`config.mk`:
```
export PLATFORM = sky130hd
export DESIGN_NAME = branch_pc_unit
export DESIGN_NICKNAME = d
export VERILOG_FILES = /design/src/rtl/branch_pkg.sv /design/src/rtl/branch_cond_eval.sv /design/src/rtl/branch_pc_unit.sv
export SDC_FILE = /design/constraint.sdc
export NUM_CORES = 1
export LEC_CHECK = 0
export ABC_AREA = 1
export ABC_CLOCK_PERIOD_IN_PS = 3200
export BUFFER_PORTS_ARGS = -buffer_cell sky130_fd_sc_hd__buf_2
export CORE_ASPECT_RATIO = 2
export CORE_MARGIN = 1.5
export CORE_UTILIZATION = 56
export CTS_CLUSTER_SIZE = 14
export DETAILED_ROUTE_END_ITERATION = 12
export HOLD_SLACK_MARGIN = 0.12
export PLACE_DENSITY_LB_ADDON = 0.3
export SLEW_MARGIN = 10
export SYNTH_ARGS = -nofsm -noshare
export SYNTH_HDL_FRONTEND = slang
export SYNTH_SLANG_ARGS = --single-unit
```
`constraint.sdc`:
```
create_clock -name clk -period 3.2 [get_ports clk]
set_input_delay 0.64 -clock clk [delete_from_list [all_inputs] [get_ports clk]]
set_output_delay 0.64 -clock clk [all_outputs]
set_load 0.03 [all_outputs]
```
`src/rtl/branch_pkg.sv`:
```
// Shared definitions for the branch/PC stage: branch type codes, FSM state
// encoding and the default sequential PC step.
package branch_pkg;

  localparam logic [2:0] BR_NONE = 3'b000;
  localparam logic [2:0] BR_BEQ  = 3'b001;
  localparam logic [2:0] BR_BNE  = 3'b010;
  localparam logic [2:0] BR_BLT  = 3'b011;
  localparam logic [2:0] BR_BGT  = 3'b100;
  localparam logic [2:0] BR_JMP  = 3'b101;
  localparam logic [2:0] BR_HALT = 3'b110;
  localparam logic [2:0] BR_RSVD = 3'b111;

  typedef enum logic [1:0] {
    ST_IDLE     = 2'b00,
    ST_RUN      = 2'b01,
    ST_REDIRECT = 2'b10,
    ST_HALTED   = 2'b11
  } state_t;

  localparam int unsigned PC_STEP_DEF = 32'd4;

  // Fetch addresses are word aligned; the low two target bits are dropped.
  function automatic logic [31:0] word_align(input logic [31:0] addr);
    return {addr[31:2], 2'b00};
  endfunction

endpackage

```
`src/rtl/branch_cond_eval.sv`:
```
// Combinational taken/not-taken decision from the branch type and ALU flags.
// HALT is not a taken branch here; the top handles it separately.
module branch_cond_eval
  import branch_pkg::*;
(
  input  logic [2:0] br_type,
  input  logic       zeroFlag,
  input  logic       lessThanFlag,
  input  logic       greaterThanFlag,
  output logic       take
);

  // Each conditional type follows only its own flag; no arbitration between flags.
  always_comb begin
    take = 1'b0;
    case (br_type)
      BR_NONE: take = 1'b0;
      BR_BEQ:  take = zeroFlag;
      BR_BNE:  take = ~zeroFlag;
      BR_BLT:  take = lessThanFlag;
      BR_BGT:  take = greaterThanFlag;
      BR_JMP:  take = 1'b1;
      BR_HALT: take = 1'b0;
      BR_RSVD: take = 1'b0;
      default: take = 1'b0;
    endcase
  end

endmodule

```
`src/rtl/branch_pc_unit.sv`:
```
// Execute-stage PC and branch resolution: holds the architectural PC, redirects
// fetch on taken branches with a one-cycle flush bubble, and handles halt.
module branch_pc_unit
  import branch_pkg::*;
#(
  parameter logic [31:0] RESET_PC = 32'h0000_0000,
  parameter int unsigned PC_STEP  = PC_STEP_DEF,
  parameter int          CNT_W    = 16
) (
  input  logic             clk,
  input  logic             rst_n,
  input  logic             stall_in,
  input  logic             br_valid,
  input  logic [2:0]       br_type,
  input  logic [31:0]      br_target,
  input  logic             zeroFlag,
  input  logic             lessThanFlag,
  input  logic             greaterThanFlag,
  output logic [31:0]      pc_out,
  output logic             pc_valid,
  output logic             flush_out,
  output logic             br_taken_out,
  output logic             halted,
  output logic             misalign_err,
  output logic [CNT_W-1:0] taken_count
);

  state_t             state;
  state_t             state_nxt;
  logic [31:0]        pc_nxt;
  logic               valid_nxt;
  logic               flush_nxt;
  logic               taken_nxt;
  logic               halted_nxt;
  logic               misalign_nxt;
  logic [CNT_W-1:0]   count_nxt;
  logic               cond_take;
  logic               req_halt;
  logic               req_taken;

  branch_cond_eval u_cond (
    .br_type         (br_type),
    .zeroFlag        (zeroFlag),
    .lessThanFlag    (lessThanFlag),
    .greaterThanFlag (greaterThanFlag),
    .take            (cond_take)
  );

  assign req_halt  = br_valid & (br_type == BR_HALT);
  assign req_taken = br_valid & cond_take;

  // Next-state and next-output computation; every output is registered below.
  always_comb begin
    state_nxt    = state;
    pc_nxt       = pc_out;
    valid_nxt    = 1'b0;
    flush_nxt    = 1'b0;
    taken_nxt    = 1'b0;
    halted_nxt   = halted;
    misalign_nxt = misalign_err;
    count_nxt    = taken_count;
    case (state)
      ST_IDLE: begin
        state_nxt = ST_RUN;
        valid_nxt = 1'b1;
      end
      ST_RUN: begin
        if (req_halt) begin
          state_nxt  = ST_HALTED;
          halted_nxt = 1'b1;
          flush_nxt  = 1'b1;
        end else if (req_taken) begin
          // A resolved branch wins over both the stall and the increment.
          state_nxt    = ST_REDIRECT;
          pc_nxt       = word_align(br_target);
          flush_nxt    = 1'b1;
          taken_nxt    = 1'b1;
          misalign_nxt = misalign_err | (br_target[1:0] != 2'b00);
          if (&taken_count) begin
            count_nxt = taken_count;
          end else begin
            count_nxt = taken_count + {{(CNT_W-1){1'b0}}, 1'b1};
          end
        end else begin
          valid_nxt = 1'b1;
          if (stall_in) begin
            pc_nxt = pc_out;
          end else begin
            pc_nxt = pc_out + 32'(PC_STEP);
          end
        end
      end
      ST_REDIRECT: begin
        // The request seen here belongs to the squashed instruction.
        state_nxt = ST_RUN;
        valid_nxt = 1'b1;
      end
      ST_HALTED: begin
        state_nxt  = ST_HALTED;
        halted_nxt = 1'b1;
      end
      default: begin
        state_nxt = ST_IDLE;
      end
    endcase
  end

  // State and output registers with synchronous active-low reset.
  always_ff @(posedge clk) begin
    if (!rst_n) begin
      state        <= ST_IDLE;
      pc_out       <= RESET_PC;
      pc_valid     <= 1'b0;
      flush_out    <= 1'b0;
      br_taken_out <= 1'b0;
      halted       <= 1'b0;
      misalign_err <= 1'b0;
      taken_count  <= {CNT_W{1'b0}};
    end else begin
      state        <= state_nxt;
      pc_out       <= pc_nxt;
      pc_valid     <= valid_nxt;
      flush_out    <= flush_nxt;
      br_taken_out <= taken_nxt;
      halted       <= halted_nxt;
      misalign_err <= misalign_nxt;
      taken_count  <= count_nxt;
    end
  end

endmodule

```
# --- After elaboration in Yosys (flattened, before gate mapping) ---
# Cells that the tools add are included.
op_classes:
  addsub: 2
  n_eq_ne: 13
  muxes: 13
  n_bitwise: 8
  n_reduce_logical: 13
ops:
  columns: ["op", "n"]
  rows:
  - ["two-way mux 32 bit", 2]
  - ["adder 32 x 3 -> 32 bit, second input constant", 1]
  - ["adder 16 x 1 -> 16 bit, second input constant", 1]
  - ["AND reduction 16 bit", 1]
  - ["equality test 3 bit, second input constant", 4]
  - ["equality test 3 x 2 -> 1 bit, second input constant", 2]
  - ["one-hot mux 1 bit (6 select lines)", 1]
  - ["one-hot mux 2 bit (3 select lines)", 1]
  - ["AND reduction 3 bit", 2]
  - ["OR reduction 3 bit", 2]
  - ["two-way mux 1 bit", 5]
  - ["NOT 1 bit", 5]
  - ["equality test 2 bit, second input constant", 2]
  - ["two-way mux 2 bit", 2]
  - ["one-hot mux 1 bit (2 select lines)", 2]
  - ["AND reduction 2 bit", 2]
  - ["AND reduction 4 bit", 1]
  - ["nonzero test 2 bit", 2]
  - ["equality test 3 x 1 -> 1 bit, second input constant", 1]
  - ["zero test 3 bit", 1]
  - ["!= test 3 bit, second input constant", 1]
  - ["AND 1 bit", 2]
  - ["equality test 2 x 1 -> 1 bit, second input constant", 1]
  - ["zero test 2 bit", 1]
  - ["4 further kinds", 4]
word_totals:
  reg_bits: 55
  inputBits: 42
  out_inout_bits: 53
  word_cells: 57

# --- Longest topological paths before layout ---
depth:
  depth_word: 7
  ltp_mapped: 12

# --- Hierarchy ---
# From an unflattened synthesis, not the netlist that was laid out.
unflattened:
  cells_unflattened: 588
  hier_area_um2: 3559.7
modules_own_cells:
  columns: ["module", "n_inst", "cells_per_inst", "area_each_um2", "seq_area_each_um2"]
  rows:
  - ["branch_pc_unit", 1, 576, 3509.6, 1061.0]
  - ["branch_cond_eval", 1, 12, 50.0, 0.0]

# --- Worst setup path after synthesis ---
# No wires, ideal clock.
synth_timing:
  kind: "register to register"
  from: "register taken_count[0]"
  to: "register taken_count[5]"
  setup_time_ps: 116
  arrival_ps: 1634
  t_required_ps: 3084
  setup_slack_ps: 1450
  path_stages_with_launch: 10
  path_buffers: 1
  period_less_slack_ps: 1750
  cell_sequence: "dfxtp_1 > ha_1 > nand2_1 > nor2_2 > nand2_1 > nor2_2 > nor2_2 > buf_4 > a21oi_1 > nor2_1"
synth_via:
  elab_chain_cells: 3
  word_cells_on_any_way: 4
  cone_classes: "1 x add/sub; 1 x bitwise; 2 x reduce/logical"
synth_lines:
  columns: ["item", "line", "source"]
  rows:
  - ["from (decl)", "branch_pc_unit.sv:25", "output logic [CNT_W-1:0] taken_count"]
  - ["from (signal assigned)", "branch_pc_unit.sv:118", "taken_count <= {CNT_W{1'b0}};"]
  - ["from (signal assigned)", "branch_pc_unit.sv:127", "taken_count <= count_nxt;"]
  - ["parallel branches: the longest is 3 deep, another holds adder 16 x 1 -> 16 bit", null, null]
# Parallel ways; which one is timed is not known.
# A chain may end at the register's enable or synchronous reset.

# --- Worst setup path after layout ---
layout_timing:
  from: "register pc_out[2]"
  to: "register pc_out[14]"
layout_via:
  elab_chain_cells: 3
layout_lines:
  columns: ["item", "line", "source"]
  rows:
  - ["from (decl)", "branch_pc_unit.sv:19", "output logic [31:0] pc_out,"]
  - ["from (signal assigned)", "branch_pc_unit.sv:121", "pc_out <= pc_nxt;"]
  - ["adder 32 x 3 -> 32 bit", "branch_pc_unit.sv:89", "pc_nxt = pc_out + 32'(PC_STEP);"]
  - ["two-way mux 32 bit", "branch_pc_unit.sv:86", "if (stall_in) begin"]
  - ["two-way mux 32 bit", "branch_pc_unit.sv:72", "end else if (req_taken) begin"]
# Every way passes these cells. The select of a mux whose other input is x is not followed.

==> results.cfg <==
[outcome]
status = completed

[placed_design]
dp.cells = 755
gp_congestion = 0.973
hpwlAfterDp_um = 7700
port_buffers = 92

[synthesis]
synth-edff-count = 0
synth_seq_area_share_pct = 30.0
synth_flop_cell = dfxtp_1
syn_area_um2 = 3530
synth_cell_types = 31
synth_cells = 596
avgSynthCellArea_um2 = 5.93
yosys_register_bits = 53
ys.warnings.count = 0
synthArstFlopShare_pct = 0

[timing]
timing.slew.headroom_pct = 63.6
post-route-min-period_ps = 2000
hold_viol_final = 0
setup-tns-final_ps = 0
hold_ws_ps = 449
post-route-period-util_pct = 62.5
rsz0062_at_grt = no
worst_pin_slew_ps = 545
maxSlewViolCount = 0
final-setup-viol-count = 0
finalClockSkew_ps = 4.61
timing.fmax_mhz = 500

[global_routing]
antenna_found_initial = 0
grt_pass1_wl_um = 16900
grt-ovfl-total = 0
grt_usage_pct = 32.0
grt_pass1_vias = 3811
grt_max_degree = 47

[floorplan]
core_um2 = 6060
die-width_um = 59.2
start_util_pct = 58.4
die-area_um2 = 6830
pin_count = 95
die_h_um = 115
rows = 40

[route]
vias = 4021
firstDrtPassIters = 7
wl_per_cell_um = 13.5
final_antenna_net_count = 0
route.detailed.drc = 0
detail_route.vias_per_cell = 5.27
routed_wl_um = 10300
first_iter_violations = 298

[finish]
layout.cells.non_filler = 763
drive_gt1_share_pct = 18.9
layout_commonest_cell = nand2_1
regArea_um2 = 1060
nets = 722
multi_input_area_um2 = 2120
final_cell_mix = nand2_1 (208), nor2_1 (116), buf_2 (92)
diodes = 0
syn_to_final_growth_pct = 15.8
fin_util_pct = 67.6
nFillCells = 611

[power_and_ir_drop]
clock_power_share_pct = 36.9
seqPwrFrac_pct = 47.0
p_leak_nw = 1.74
comb_power_share_pct = 16.1
p_int_w = 0.00105
switching_power_w = 0.000467
powerDensity_nw_per_um2 = 372
irDropWorstVdd_uv = 471
p_total_w = 0.00152
switching_share_pct = 30.7

[worst_setup_path]
path_common_cell = nand2_1
cp_max_fo = 8
crit_type = reg -> reg
worstSetupEndpointType = flip-flop
cp-start-kind = flip-flop
critPathRequiredTime_ps = 3380
crit_path_max_incr_delay_ps = 540
path_delay_family = simple AND/OR/NAND/NOR gates
worstPathCellList = ha_1 > nand2_1 > nor2_4 > inv_1 > nor2_1 > nand2_1 > nand3_1 > nand2_1 > nand2_1 > a21oi_1
crit_buf_inv = 1
worstPathArrival_ps = 2180
slowest_stage = dfxtp_1

[flow_run]
drv_cap = 0

[clock_network]
numCtsBuffers = 5
path_clk_slew_ps = 70
cts_tree = yes
cts.htree.levels = 2
cts_root_buf = clkbuf_16
cts_max_path_buffers = 2
cts_hold_buf = 0
post_cts_buffers = 0
postCtsResizedCells = 0
clk_latency_ps = 300
clock_sink_count = 53

[min_path]
hp-class = reg -> reg
[cell usage after synthesis (7+ instances only)]
master,instances,share of area (%)
nand3_1,49,6.9
a21oi_1,36,5.1
dfxtp_1,53,30
o21ai_1,10,1.4
nor2_2,7,1.2
o21ai_0,13,1.8
inv_1,38,4.0
nand2_1,208,22
xnor2_1,8,2.0
buf_6,10,3.2
nor2_1,116,12
[layout make-up]
type,count,area share [%]
clock inverters,3,0.520
inverters,45,4.31
well taps,84,2.57
multi-input cells,478,51.8
repair buffers,95,11.8
clock buffers,5,3.06
flip-flops and latches,53,25.9
[worst min-delay path: stages, from the launching register on]
cell and delay [ps]:
dfxtp_1 310, nand2_1 50, nand2_1 40
[flip-flops by register name, summed over array words and instances (netlist names)]
signal        flops
br_taken_out      1
pc_out           30
halted            1
taken_count      16
misalign_err      1
state             2
pc_valid          1
flush_out         1
[final timing paths]
kind,end,slack (ps),depth (start not counted),startpoint
worst max-delay path,pc_out[14],1200,10,pc_out[2]
worst min register to register,misalign_err,450,2,misalign_err
worst min-delay path,misalign_err,450,2,misalign_err
worst max register to register,pc_out[14],1200,10,pc_out[2]
[metal layers]
| metal | up-vias | global-route usage (%) | share of wire [%] |
|---|---|---|---|
| met5 | - | 0 | 0 |
| met4 | 0 | 18.0 | 4.8 |
| met2 | 134 | 58.9 | 55 |
| met1 | 1819 | 31.7 | 35 |
| met3 | 35 | 6.52 | 5.0 |
| li1 | 2033 | - | - |
[cells by family (layout without fill, tap and decap cells)]
group                    after synthesis  count (layout)  share of synthesized area [%]
XOR/XNOR                              13              13                           3.22
AO/OA/AOI/OAI                         65              65                           9.77
flip-flops                            53              53                           30.0
buffers and inverters                 66             148                           10.1
other                                  1               2                          0.106
AND/OR/NAND/NOR                      396             396                           46.1
adder cells (fa/ha/maj)                2               2                          0.708
[metrics by stage]
stage	instance area (um2)	setup slack [ps]
global route	4090	1050
global placement	3950	1100
floorplan	3540	1450
finish	4090	1200
detailed placement	3950	1050
CTS	4090	1220
[power groups by stage]
stage / clock, W / combinational, W / sequential (W)
2_1_floorplan: 0 / 0.000148 / 0.000763
3_3_place_gp: 0 / 0.000239 / 0.000727
3_5_place_dp: 0 / 0.000245 / 0.000728
4_1_cts: 0.000567 / 0.000246 / 0.000713
5_1_grt: 0.000592 / 0.000274 / 0.000718
6_report: 0.000561 / 0.000246 / 0.000714
Power figures use the tool's default switching activity.
